### config.mk
export PLATFORM = sky130hd
export DESIGN_NAME = line_decoder_rr_arbiter
export DESIGN_NICKNAME = d
export VERILOG_FILES = /design/src/rtl/line_decoder_rr_arbiter.sv
export SDC_FILE = /design/constraint.sdc
export NUM_CORES = 1
export LEC_CHECK = 0
export CORE_MARGIN = 8
export CORE_UTILIZATION = 34
export DETAILED_ROUTE_END_ITERATION = 10
export PLACE_DENSITY_LB_ADDON = 0.15
export SLEW_MARGIN = 20
export SYNTH_ARGS = -nofsm -noshare
export SYNTH_HDL_FRONTEND = slang
export SYNTH_SLANG_ARGS = --single-unit
### constraint.sdc
create_clock -name clk_i -period 4 [get_ports clk_i]
set_input_delay 0.6 -clock clk_i [delete_from_list [all_inputs] [get_ports clk_i]]
set_output_delay 0.6 -clock clk_i [all_outputs]
set_load 0.1 [all_outputs]
### src/rtl/line_decoder_rr_arbiter.sv
// Round-robin arbiter driving a shared 3-to-8 line decoder (Enable, A=MSB, B, C=LSB); optional hold timeout under LINE_ARB_TIMEOUT_EN.
// Latency: one edge from request to Enable; every release is followed by one Enable=0 gap cycle (break-before-make).
module line_decoder_rr_arbiter #(
  parameter int MAX_HOLD = 16,
  parameter int HOLD_W   = 5
) (
  input  logic       clk_i,
  input  logic       rst_i,
  input  logic [7:0] req_i,
  input  logic       done_i,
  output logic       enable_o,
  output logic       a_o,
  output logic       b_o,
  output logic       c_o,
  output logic       timeout_o
);

  typedef enum logic {IDLE, GRANT} state_e;

  state_e     state_q, state_d;
  logic [2:0] ptr_q, ptr_d;
  logic [2:0] idx_q, idx_d;
  logic [2:0] sel;
  logic [2:0] cand;
  logic       found;
  logic       normal_rel;
  logic       force_rel;

  // Rotating-priority scan starting at the pointer.
  always_comb begin
    sel   = ptr_q;
    cand  = ptr_q;
    found = 1'b0;
    for (int i = 0; i < 8; i++) begin
      cand = ptr_q + 3'(i);
      if (!found && req_i[cand]) begin
        sel   = cand;
        found = 1'b1;
      end
    end
  end

  assign normal_rel = done_i | ~req_i[idx_q];

  always_comb begin
    state_d = state_q;
    ptr_d   = ptr_q;
    idx_d   = idx_q;
    case (state_q)
      IDLE: begin
        if (found) begin
          state_d = GRANT;
          idx_d   = sel;
        end
      end
      GRANT: begin
        if (normal_rel || force_rel) begin
          state_d = IDLE;
          ptr_d   = idx_q + 3'd1;
        end
      end
    endcase
  end

  always_ff @(posedge clk_i) begin
    if (rst_i) begin
      state_q <= IDLE;
      ptr_q   <= 3'd0;
      idx_q   <= 3'd0;
    end else begin
      state_q <= state_d;
      ptr_q   <= ptr_d;
      idx_q   <= idx_d;
    end
  end

`ifdef LINE_ARB_TIMEOUT_EN
  localparam logic [HOLD_W-1:0] HOLD_LAST = HOLD_W'(MAX_HOLD - 1);

  logic [HOLD_W-1:0] hold_q, hold_d;
  logic              timeout_q, timeout_d;

  // Counter sits at zero while idle, so it is cleared on every grant entry.
  assign force_rel = (state_q == GRANT) && !normal_rel && (hold_q == HOLD_LAST);

  always_comb begin
    hold_d    = '0;
    timeout_d = force_rel;
    if (state_q == GRANT) begin
      hold_d = hold_q + 1'b1;
    end
  end

  always_ff @(posedge clk_i) begin
    if (rst_i) begin
      hold_q    <= '0;
      timeout_q <= 1'b0;
    end else begin
      hold_q    <= hold_d;
      timeout_q <= timeout_d;
    end
  end

  assign timeout_o = timeout_q;
`else
  assign force_rel = 1'b0;
  assign timeout_o = 1'b0;
`endif

  // Elaboration-time guard: an empty block is created only for an illegal width.
  if (2 ** HOLD_W <= MAX_HOLD) begin : g_hold_w_too_small
  end

  assign enable_o = (state_q == GRANT);
  assign a_o      = idx_q[2];
  assign b_o      = idx_q[1];
  assign c_o      = idx_q[0];

endmodule
==> qor.yml <==
die:
  die-area_um2: 6020
  die_w_um: 77.6
  die_h_um: 77.6
  coreArea_um2: 3660
  initial_core_util: 0.352
  fp-row-count: 22
  pin_count: 16
global_routing:
  grt_pass1_vias: 1161
  antenna_found_initial: 0
  gr-total-overflow: 0
  track_usage: 0.112
  grt_max_degree: 16
  grt_pass1_wl_mm: 5.71
logic_synthesis:
  synth-seq-cells: 7
  synthTopCellsByCount: "14 x a21oi_1, 13 x mux4_2, 11 x nor2_1"
  synthTopCellsByArea: "mux4_2 23%, dfxtp_1 11%, mux4_1 6.1%"
  syn_area_um2: 1290
  yosysSeqAreaShare: 0.109
  synth_enable_flop_cells: 0
  async_flop_share: 0
  syn_inst: 135
  synth_flop_cell: "dfxtp_1"
  synth_cell_types: 49
  synth_nets: 149
  ys_warn_count: 0
  synth_top_area_cell: "mux4_2"
  syn_area_per_cell_um2: 9.55
  synth_top_area_frac: 0.227
  yosysMostFrequentCell: "a21oi_1"
pwr:
  powerDensity_nw_per_um2: 442
  comb_power_share: 0.691
  sequentialPowerShare: 0.158
  switchingPower_w: 0.000317
  clkPwrFrac: 0.151
  ir_drop_mv: 0.289
  p_int_w: 0.000345
  leakagePower_nw: 0.503
  p_sw_frac: 0.479
placement:
  dp_hpwl_mm: 2.67
  gp_congestion: 0.826
  portBuffers: 14
clock_tree:
  numCtsBuffers: 3
  cts_tree: "built"
  clock_sinks: 7
  cts_buffer_depth: 2
  hold_buffers: 0
  clkTransAtPathRegs_ns: 0.04
  cts_setup_buffers: 0
  root_buffer: "clkbuf_8"
  cts_resized: 0
  h-tree-depth: 1
  insertion_delay_ns: 0.22
sta:
  rsz0062_at_grt: "no"
  min_period_ns: 3.40
  setup_viol: 0
  max_freq_mhz: 294
  drv_slew: 0
  worst_pin_slew_ns: 0.971
  fin_skew_ns: 0.000999
  hold_violations: 0
  slew_headroom: 0.351
  fin_worst_hold_slack_ns: 0.581
  fin_setup_tns_ns: 0
  fin_crit_sh: 0.849
critical_path:
  rr_worst_depth: 9
  max_stage_delay_ns: 0.67
  crit_start: "ptr_q[1]"
  criticalPathCategory: "flop to flop"
  ff2ff_setup_slack_ns: 0.60
  critPathSlowestCell: "ha_1"
  worst_setup_path_end_kind: "flop"
  rr_endpoint: "idx_q[0]"
  worst-path-max-fanout: 11
  arrival_ns: 3.55
  r2r_start: "ptr_q[1]"
  cp_cell_sequence: "clkinv_1 -> ha_1 -> mux4_2 -> mux2i_1 -> o21ai_1 -> a2111oi_0 -> a31oi_1 -> nand2b_1 -> a21oi_1"
  critical_path_required_ns: 4.15
  start_kind: "flop"
routing:
  wl_per_cell_um: 17.4
  vias: 1185
  routed_wirelength_mm: 3.39
  ant_nets: 0
  dr.pass1.iters: 4
  drc: 0
  vias_per_cell: 6.08
  drt_iter0_drc: 50
cells_and_area:
  diodes: 0
  area_delta_synth_final_pct: 16.3
  drive_gt1_frac: 0.211
  layout.nets: 162
min_path:
  hp-class: "flop to flop"
  hold_depth: 2
  hp-start: "idx_q[2]"
  hold_end: "idx_q[2]"
outcome:
  status: "complete, no violations"
flow_run:
  drv_cap: 0
## registers in the layout, indices dropped and copies added, names as in the netlist
register,count
enable_o,1
ptr_q,3
idx_q,3
## cells in the final DEF, fill, tap and decap left out, drive strengths merged, types with 2 or more instances in the layout
| cell type | synthesis | layout |
|---|---|---|
| a311oi | 2 | 2 |
| o31ai | 2 | 2 |
| o221ai | 2 | 2 |
| inv | 6 | 6 |
| o21ai | 2 | 2 |
| a22oi | 3 | 3 |
| nand2b | 3 | 3 |
| clkbuf | 3 | 4 |
| nor2 | 11 | 11 |
| xnor2 | 4 | 4 |
| buf | 6 | 3 |
| mux2 | 6 | 6 |
| o32ai | 3 | 3 |
| ha | 3 | 3 |
| a31oi | 3 | 3 |
| clkdlybuf4s50 | 0 | 14 |
| nor3 | 3 | 3 |
| dfxtp | 7 | 7 |
| a21oi | 14 | 14 |
| nand2 | 10 | 10 |
| nor2b | 5 | 5 |
| mux4 | 16 | 16 |
| mux2i | 3 | 3 |
## cells by family (layout without fill, tap and decap cells)
logic type	Yosys count	count (layout)	synth area share
buf+inv	16	28	0.0650
flops	7	7	0.109
compound gates	42	42	0.246
fa+ha+maj	3	3	0.0291
other cells	1	1	0.00291
mux	25	25	0.364
simple gates	36	36	0.150
xor+xnor	5	5	0.0340
## per-stage QoR
stage	total power (W)	instances	worst slack (ns)	instance area, um^2	utilization
3_3_place_gp	0.000563	191	0.632	1450	0.397
2_1_floorplan	0.000471	135	0.819	1290	-
5_1_grt	0.000713	195	0.337	1500	0.409
4_1_cts	0.000665	195	0.591	1500	0.409
6_report	0.000662	195	0.602	1500	0.409
3_5_place_dp	0.000562	191	0.629	1450	0.397
## power groups by stage
stage,sequential (W),combinational (W),clock [W]
after global placement,0.000106,0.000458,0
after global routing,0.000107,0.000497,0.000108
after floorplan,0.000152,0.000319,0
after detailed placement,0.000106,0.000456,0
after CTS,0.000105,0.000457,0.000102
final,0.000104,0.000458,0.0000999
## worst max-delay path, delay by kind of cell (launching register included)
family	cells	cell delay, ns
AOI/OAI and AO/OA	4	1.01
muxes	2	0.86
and+or+nand+nor	1	0.22
adders and majority gates	1	0.67
DFF	1	0.33
buffers and inverters	1	0.23
## cell type report
| type | count | area, um^2 |
|---|---|---|
| flip-flops and latches | 7 | 140 |
| repair buffers | 17 | 163 |
| multi-input cells | 112 | 1060 |
| fillers | 373 | 2160 |
| inverters | 7 | 26.3 |
| clock buffers | 4 | 45.0 |
| well taps | 48 | 60.1 |
## worst max-delay path by stage
stage	cells after the start	to
5_1_grt	8	idx_q[2]
3_3_place_gp	9	idx_q[0]
3_5_place_dp	8	idx_q[2]
4_1_cts	8	idx_q[2]
2_1_floorplan	11	idx_q[1]
6_report	9	idx_q[0]
## layer usage
metal | vias to the layer above | global-route usage | part of all wire
met4 | 0 | 0.0283 | 0.014
met2 | 30 | 0.187 | 0.49
met3 | 4 | 0.0207 | 0.032
li1 | 563 | - | -
met1 | 588 | 0.145 | 0.47
met5 | - | 0 | 0
No activity file was read; power rests on OpenSTA's default activity.
